### src/rtl/montar_pin_if.sv
// Packet type and keypad/verifier bundle for the PIN assembler.
//
// montar_pin_pkg::pinPac_t  - 17-bit packet {status, digit1, digit2, digit3, digit4}
//                             handed to the password verifier.
// montar_pin_if             - the signals between the keypad side and montar_pin:
//   enable        keypad accepted (1) / lockout (0)
//   key_valid     single-cycle strobe qualifying key_code
//   key_code[3:0] 0-9 digit, A clear, B enter, C-F ignored
//   pin_out       packet to the verifier
//   digit_count   digits currently buffered (0..4)
//   busy          submission in progress
//   entry_error   1-cycle pulse: enter with fewer than 4 digits
//   timeout_pulse 1-cycle pulse: buffer dropped by inactivity
// Modports: master = keypad/controller side, slave = montar_pin.

package montar_pin_pkg;

    typedef struct packed {
        logic       status;
        logic [3:0] digit1;
        logic [3:0] digit2;
        logic [3:0] digit3;
        logic [3:0] digit4;
    } pinPac_t;

endpackage

interface montar_pin_if;
    import montar_pin_pkg::*;

    logic       enable;
    logic       key_valid;
    logic [3:0] key_code;
    pinPac_t    pin_out;
    logic [2:0] digit_count;
    logic       busy;
    logic       entry_error;
    logic       timeout_pulse;

    modport master (
        output enable, key_valid, key_code,
        input  pin_out, digit_count, busy, entry_error, timeout_pulse
    );

    modport slave (
        input  enable, key_valid, key_code,
        output pin_out, digit_count, busy, entry_error, timeout_pulse
    );

endinterface

### src/rtl/montar_pin.sv
// Keypad-side PIN assembler.
//
// Collects decoded key strobes into a 4-digit shift buffer (newest digit in
// digit1) and, on enter with a full buffer, holds pin_out.status high for
// HOLD_CYCLES cycles followed by one quiet cycle, so the verifier sees exactly
// one rising edge per submission. Clear, short enter, inactivity timeout and
// lockout (enable=0) all discard the buffer.
//
// Ports:
//   clk  - system clock
//   rst  - asynchronous, active-high reset
//   bus  - montar_pin_if.slave: enable/key_valid/key_code in;
//          pin_out/digit_count/busy/entry_error/timeout_pulse out
//
// Parameters:
//   TIMEOUT_CYCLES - idle cycles in COLLECT before the buffer is dropped (>= 2)
//   HOLD_CYCLES    - cycles pin_out.status stays high per submission (>= 1)

module montar_pin
    import montar_pin_pkg::*;
#(
    parameter int TIMEOUT_CYCLES = 5000000,
    parameter int HOLD_CYCLES    = 2
) (
    input  logic        clk,
    input  logic        rst,
    montar_pin_if.slave bus
);

    localparam int TMR_W  = $clog2(TIMEOUT_CYCLES + 1);
    localparam int HOLD_W = (HOLD_CYCLES > 1) ? $clog2(HOLD_CYCLES) : 1;

    localparam pinPac_t PIN_EMPTY = '{status: 1'b0, digit1: 4'hF, digit2: 4'hF,
                                      digit3: 4'hF, digit4: 4'hF};

    typedef enum logic [1:0] {
        S_IDLE,
        S_COLLECT,
        S_SEND,
        S_GAP
    } state_t;

    state_t            state;
    logic [TMR_W-1:0]  tmr;
    logic [HOLD_W-1:0] hold_cnt;
    pinPac_t           pin_q;
    logic [2:0]        count_q;
    logic              busy_q;
    logic              err_q;
    logic              to_q;

    logic key_digit;
    logic key_clear;
    logic key_enter;

    assign key_digit = bus.key_valid && (bus.key_code <= 4'd9);
    assign key_clear = bus.key_valid && (bus.key_code == 4'hA);
    assign key_enter = bus.key_valid && (bus.key_code == 4'hB);

    // NOTE: every state register uses non-blocking assignments so all of them
    // update together on the edge, whatever order the statements appear in.
    always_ff @(posedge clk or posedge rst) begin
        if (rst) begin
            state    <= S_IDLE;
            tmr      <= '0;
            hold_cnt <= '0;
            pin_q    <= PIN_EMPTY;
            count_q  <= 3'd0;
            busy_q   <= 1'b0;
            err_q    <= 1'b0;
            to_q     <= 1'b0;
        end else begin
            // Both pulses are single-cycle: default low, set only where raised.
            err_q <= 1'b0;
            to_q  <= 1'b0;

            case (state)
                S_IDLE: begin
                    // Clear, enter and ignored codes do nothing here; the
                    // buffer is already empty, so lockout needs no action.
                    if (bus.enable && key_digit) begin
                        pin_q   <= '{status: 1'b0, digit1: bus.key_code, digit2: pin_q.digit1,
                                     digit3: pin_q.digit2, digit4: pin_q.digit3};
                        count_q <= 3'd1;
                        tmr     <= '0;
                        state   <= S_COLLECT;
                    end
                end

                S_COLLECT: begin
                    if (!bus.enable) begin
                        pin_q   <= PIN_EMPTY;
                        count_q <= 3'd0;
                        tmr     <= '0;
                        state   <= S_IDLE;
                    end else if (key_digit) begin
                        // Shift even when full so the buffer keeps the last four.
                        pin_q   <= '{status: 1'b0, digit1: bus.key_code, digit2: pin_q.digit1,
                                     digit3: pin_q.digit2, digit4: pin_q.digit3};
                        if (count_q != 3'd4) begin
                            count_q <= count_q + 3'd1;
                        end
                        tmr     <= '0;
                    end else if (key_clear) begin
                        pin_q   <= PIN_EMPTY;
                        count_q <= 3'd0;
                        tmr     <= '0;
                        state   <= S_IDLE;
                    end else if (key_enter) begin
                        if (count_q == 3'd4) begin
                            pin_q.status <= 1'b1;
                            busy_q       <= 1'b1;
                            hold_cnt     <= '0;
                            tmr          <= '0;
                            state        <= S_SEND;
                        end else begin
                            err_q   <= 1'b1;
                            pin_q   <= PIN_EMPTY;
                            count_q <= 3'd0;
                            tmr     <= '0;
                            state   <= S_IDLE;
                        end
                    end else if (tmr == TMR_W'(TIMEOUT_CYCLES - 1)) begin
                        // This idle cycle is the TIMEOUT_CYCLES-th since the
                        // last accepted key. A key arriving now took the
                        // branches above instead, so the key wins.
                        to_q    <= 1'b1;
                        pin_q   <= PIN_EMPTY;
                        count_q <= 3'd0;
                        tmr     <= '0;
                        state   <= S_IDLE;
                    end else begin
                        // Ignored codes 0xC-0xF land here and do not reload.
                        tmr <= tmr + TMR_W'(1);
                    end
                end

                S_SEND: begin
                    // Keys and enable are ignored until the submission ends.
                    if (hold_cnt == HOLD_W'(HOLD_CYCLES - 1)) begin
                        pin_q.status <= 1'b0;
                        state        <= S_GAP;
                    end else begin
                        hold_cnt <= hold_cnt + HOLD_W'(1);
                    end
                end

                S_GAP: begin
                    pin_q   <= PIN_EMPTY;
                    count_q <= 3'd0;
                    busy_q  <= 1'b0;
                    state   <= S_IDLE;
                end

                default: begin
                    state <= S_IDLE;
                end
            endcase
        end
    end

    assign bus.pin_out       = pin_q;
    assign bus.digit_count   = count_q;
    assign bus.busy          = busy_q;
    assign bus.entry_error   = err_q;
    assign bus.timeout_pulse = to_q;

endmodule

### src/flat_wrapper.sv
// flat-port wrapper written by rule: the top's interface ports become plain ports
module montar_pin_flat import montar_pin_pkg::*;
#(
    parameter int TIMEOUT_CYCLES = 5000000,
    parameter int HOLD_CYCLES    = 2
)
  (clk, rst, bus_enable, bus_key_valid, bus_key_code, bus_pin_out, bus_digit_count, bus_busy, bus_entry_error, bus_timeout_pulse);
  montar_pin_if bus_i ();
  input  logic clk;
  input  logic rst;
  input wire logic [$bits(bus_i.enable)-1:0] bus_enable;
  input wire logic [$bits(bus_i.key_valid)-1:0] bus_key_valid;
  input wire logic [$bits(bus_i.key_code)-1:0] bus_key_code;
  output wire logic [$bits(bus_i.pin_out)-1:0] bus_pin_out;
  output wire logic [$bits(bus_i.digit_count)-1:0] bus_digit_count;
  output wire logic [$bits(bus_i.busy)-1:0] bus_busy;
  output wire logic [$bits(bus_i.entry_error)-1:0] bus_entry_error;
  output wire logic [$bits(bus_i.timeout_pulse)-1:0] bus_timeout_pulse;
  assign bus_i.enable = bus_enable;
  assign bus_i.key_valid = bus_key_valid;
  assign bus_i.key_code = bus_key_code;
  assign bus_pin_out = bus_i.pin_out;
  assign bus_digit_count = bus_i.digit_count;
  assign bus_busy = bus_i.busy;
  assign bus_entry_error = bus_i.entry_error;
  assign bus_timeout_pulse = bus_i.timeout_pulse;
  montar_pin #(.TIMEOUT_CYCLES(TIMEOUT_CYCLES), .HOLD_CYCLES(HOLD_CYCLES)) u_core (.clk(clk), .rst(rst), .bus(bus_i));
endmodule
### config.mk
export PLATFORM = sky130hd
export DESIGN_NAME = montar_pin_flat
export DESIGN_NICKNAME = d
export VERILOG_FILES = /design/src/rtl/montar_pin_if.sv /design/src/rtl/montar_pin.sv /design/src/flat_wrapper.sv
export SDC_FILE = /design/constraint.sdc
export NUM_CORES = 1
export LEC_CHECK = 0
export CAP_MARGIN = 30
export CORE_UTILIZATION = 35
export CTS_CLUSTER_SIZE = 20
export DETAILED_ROUTE_END_ITERATION = 12
export PLACE_DENSITY_LB_ADDON = 0.05
export SYNTH_ARGS = -nofsm -noshare
export SYNTH_HDL_FRONTEND = slang
export SYNTH_SLANG_ARGS = --single-unit
### constraint.sdc
create_clock -name clk -period 3.1 [get_ports clk]
set_clock_uncertainty 0.1 [all_clocks]
set_input_delay 0.62 -clock clk [delete_from_list [all_inputs] [get_ports clk]]
set_output_delay 0.62 -clock clk [all_outputs]
set_load 0.01 [all_outputs]
==> summary.md <==
| Metric | Value |
|---|---|
| First-pass GRT wire length | between 10000 and 15000 um |
| Std-Cell Rows | 30 |
| WL final | just over 6000 um |
| TritonRoute pass-1 iters | 5 |
| Power share of the clock group | between 30% and 40% |
| Layout Utilization | 44.7% |
| Final cell count without fillers | around 380 |
| CP Max Fanout | 17 |
| CTS tree | done |
| Async SR Flop Fraction | 100% |
| Combinational share of power | 14.0% |
| IO Pins | 31 |
| Net count after synthesis | 257 |
| Fill cells | roughly 700 |
| Fin worst setup slack | 407 ps |
| Pint | around 1.0 mW |
| Grt total ovfl | 0 |
| Maximum number of pins on one net before global-route repair | 38 |
| Post-synthesis mux area share | less than 1% |
| Worst EP required | 3250 ps |
| Clock sinks | 49 |
| Via/cell ratio | 5.44 |
| Root Buffer | clkbuf_8 |
| Placed insts | between 300 and 400 |
| DR top layer | met4 |
| CP peak stage delay | 670 ps |
| Mapped Cells | 246 |
| Initial antenna violation count | 0 |
| Final Hold Vio Count | 0 |
| CP endpoint kind | register |
| Sequential area share after synthesis | 49.9% |
| Synth area leaders | dfrtp_1, dfstp_2, o22a_1 |
| Slew margin rel. | 46.2% |
| Die height | 86.4 um |
| # diodes | 0 |
| Max-cap violations | 0 |
| Kind of critical path | register to register |
| Syn Area/Cell | 10.1 um^2 |
| Vias in the first global route | 2025 |
| Fmax | 371 MHz |
| Worst path slowest cell | a211oi_4 |
| Reg area | 1250 um^2 |
| 1st-iter DRT viols | 84 |
| PD cells | 457 nW/um^2 |
| Post-DRT Antenna Nets | 0 |
| RSZ-0062 raised after global routing | no |
| Distinct cells, synth | between 50 and 60 |
| Layout area overhead | 22.4% |
| Area share of the largest cell type after synthesis | 33.1% |
| Most frequent cells in the layout | dfrtp_1, clkdlybuf4s50_1, nand2_1, a31oi_1, dfstp_2 |
| Hold/Removal Path Class | register to register |
| Psw | between 0.3 and 0.4 mW |
| Post-synthesis compound-gate area fraction | roughly 22% |
| Post-synth top flop | dfrtp_1 |
| Core area | 6830 um^2 |
| Multi-input logic area | 1140 um^2 |
| Met2 Wirelength | 2920 um |
| Synth Register Bits | 49 |
| Pre-CTS WS | around 250 ps |
| WL met3 | 234 um |
| Syn Std Cell Area | 2490 um^2 |
| Final setup TNS | 0 ps |
| Fin. max-slew vios | 0 |
| Leakage | 1.19 nW |
| Post-DP HPWL | 4140 um |
| Sequential Power Share | 50.9% |
| CTS Buf Count | 5 |
| Worst-path clk slew | approximately 100 ps |
| Synth area leader | dfrtp_1 |
| Starting density of the core | 36.5% |
| Simple logic cell fraction of the synthesized area | 20.3% |
| CP startpoint kind | register |
| Worst VDD drop | about 0.19 mV |
| Critical Path, Cell by Cell | ha_1, nand3_1, or2_4, or4_4, a211oi_4, o22a_1 |
| Net Sw Frac | 25.8% |
| Met1 Wirelength | approximately 2800 um |
| Post-CTS setup buffers | 0 |
| Nets | between 200 and 300 |
| Post-Synth XOR/XNOR Area | 1.40% |
| EDFF count, synth | 0 |
| Clk buf depth | 2 |
| Hold buffer count at cts | 0 |
| Status | finished clean |
| Fin crit period | 2690 ps |
| CTS H-tree lvls | 2 |
| Post-synthesis adder-cell area fraction | 1.50% |
| Total power | 1.40 mW |
| DR WL/cell | 16.1 um |
| Worst-Skew Late Latency | a little over 300 ps |
| Most common cell after layout, fill and taps aside | dfrtp_1 |
| Final Setup Violations | 0 |
| Least-Margin Pin Slew | 806 ps |
| Number of synthesis warnings | 0 |
| Via count | 2047 |
| Die area | ~7500 um^2 |
| Gpl congestion | 0.716 |
| Worst EP arrival | around 2800 ps |
| Gr usage total | 17.5% |
| Die Width | 86.4 um |
| Share of cells above drive strength 1 | 16.4% |
| Tcrit/Tclk final | between 80% and 90% |
| DRC viols | 0 |
| CTS resizes | 0 |
| IO buf count | 30 |
| Largest family of logic cells by synthesized area | compound AO/OA/AOI/OAI gates |
logic make-up (layout without fill, tap and decap cells):
| group | Yosys count | count (layout) |
|---|---|---|
| mux | 2 | 2 |
| flops | 49 | 49 |
| simple gates | 88 | 88 |
| xor+xnor | 4 | 4 |
| buf+inv | 25 | 59 |
| compound gates | 75 | 75 |
| fa+ha+maj | 3 | 3 |
power groups by stage:
stage | registers (mW) | logic [mW] | clock network, mW
after floorplan | 0.727 | 0.100 | 0
after global placement | 0.724 | 0.197 | 0
after detailed placement | 0.723 | 0.198 | 0
after CTS | 0.711 | 0.199 | 0.508
after global routing | 0.717 | 0.215 | 0.533
final | 0.711 | 0.195 | 0.491
critical path: cells and delay by family, from the launching register on:
kind                     cells  cell delay (ps)
AO/OA/AOI/OAI                2              920
adder cells (fa/ha/maj)      1              210
flip-flops                   1              410
AND/OR/NAND/NOR              3              980
path summary, 6_finish.rpt:
path / cells past startpoint / from / slack (ps) / end
setup / recovery: 6 / u_core.tmr[0] / 410 / u_core.bus.pin_out[3]
hold / removal: 1 / u_core.bus.pin_out[1] / 420 / u_core.bus.pin_out[1]
setup reg to reg: 6 / u_core.tmr[0] / 410 / u_core.bus.pin_out[3]
hold reg to reg: 1 / u_core.bus.pin_out[1] / 420 / u_core.bus.pin_out[1]
max in group asynchronous: 3 / rst / 1650 / u_core.bus.pin_out[12]
min in group asynchronous: 2 / rst / 470 / u_core.tmr[16]
final cells by class:
type	instances	area share (%)
Clock inverter	1	0.287
Timing Repair Buffer	40	12.3
Tap cell	96	3.93
Inverter	11	1.35
Clock buffer	7	3.89
Sequential cell	49	40.8
Multi-Input combinational cell	172	37.4
flip-flops by register name (all words and copies together) (netlist names), named ones only:
register                  count
u_core.bus.digit_count        3
u_core.bus.entry_error        1
u_core.hold_cnt               1
u_core.bus.pin_out           17
u_core.bus.timeout_pulse      1
u_core.state                  1
u_core.bus.busy               1
u_core.tmr                   23
metal layers:
layer / vias to the layer above / GRT usage [%]
li1: 995 / -
met5: - / 0
met4: 0 / 5.00
met3: 4 / 2.86
met1: 1007 / 23.3
met2: 41 / 29.4
synthesized netlist by cell type (all sizes together) (3+ instances only):
cell / n
o21ai: 8
o211ai: 3
clkbuf: 11
buf: 3
nand2: 21
nor3: 4
or2: 3
xor2: 3
nand3b: 5
nand3: 11
nand4: 11
ha: 3
and4: 3
nand2b: 3
a21oi: 10
a31oi: 20
dfrtp: 33
o22a: 15
dfstp: 16
and3: 4
inv: 11
nor2: 7
and2: 5
nor4b: 3
o22ai: 3
stage by stage:
| step | instance area [um^2] | hold WS, ps |
|---|---|---|
| 2_1_floorplan | 2490 | 366 |
| 3_3_place_gp | 2930 | 402 |
| 3_5_place_dp | 2930 | 405 |
| 4_1_cts | 3050 | 422 |
| 5_1_grt | 3050 | 429 |
| 6_report | 3050 | 418 |
Power figures use the tool's default switching activity.
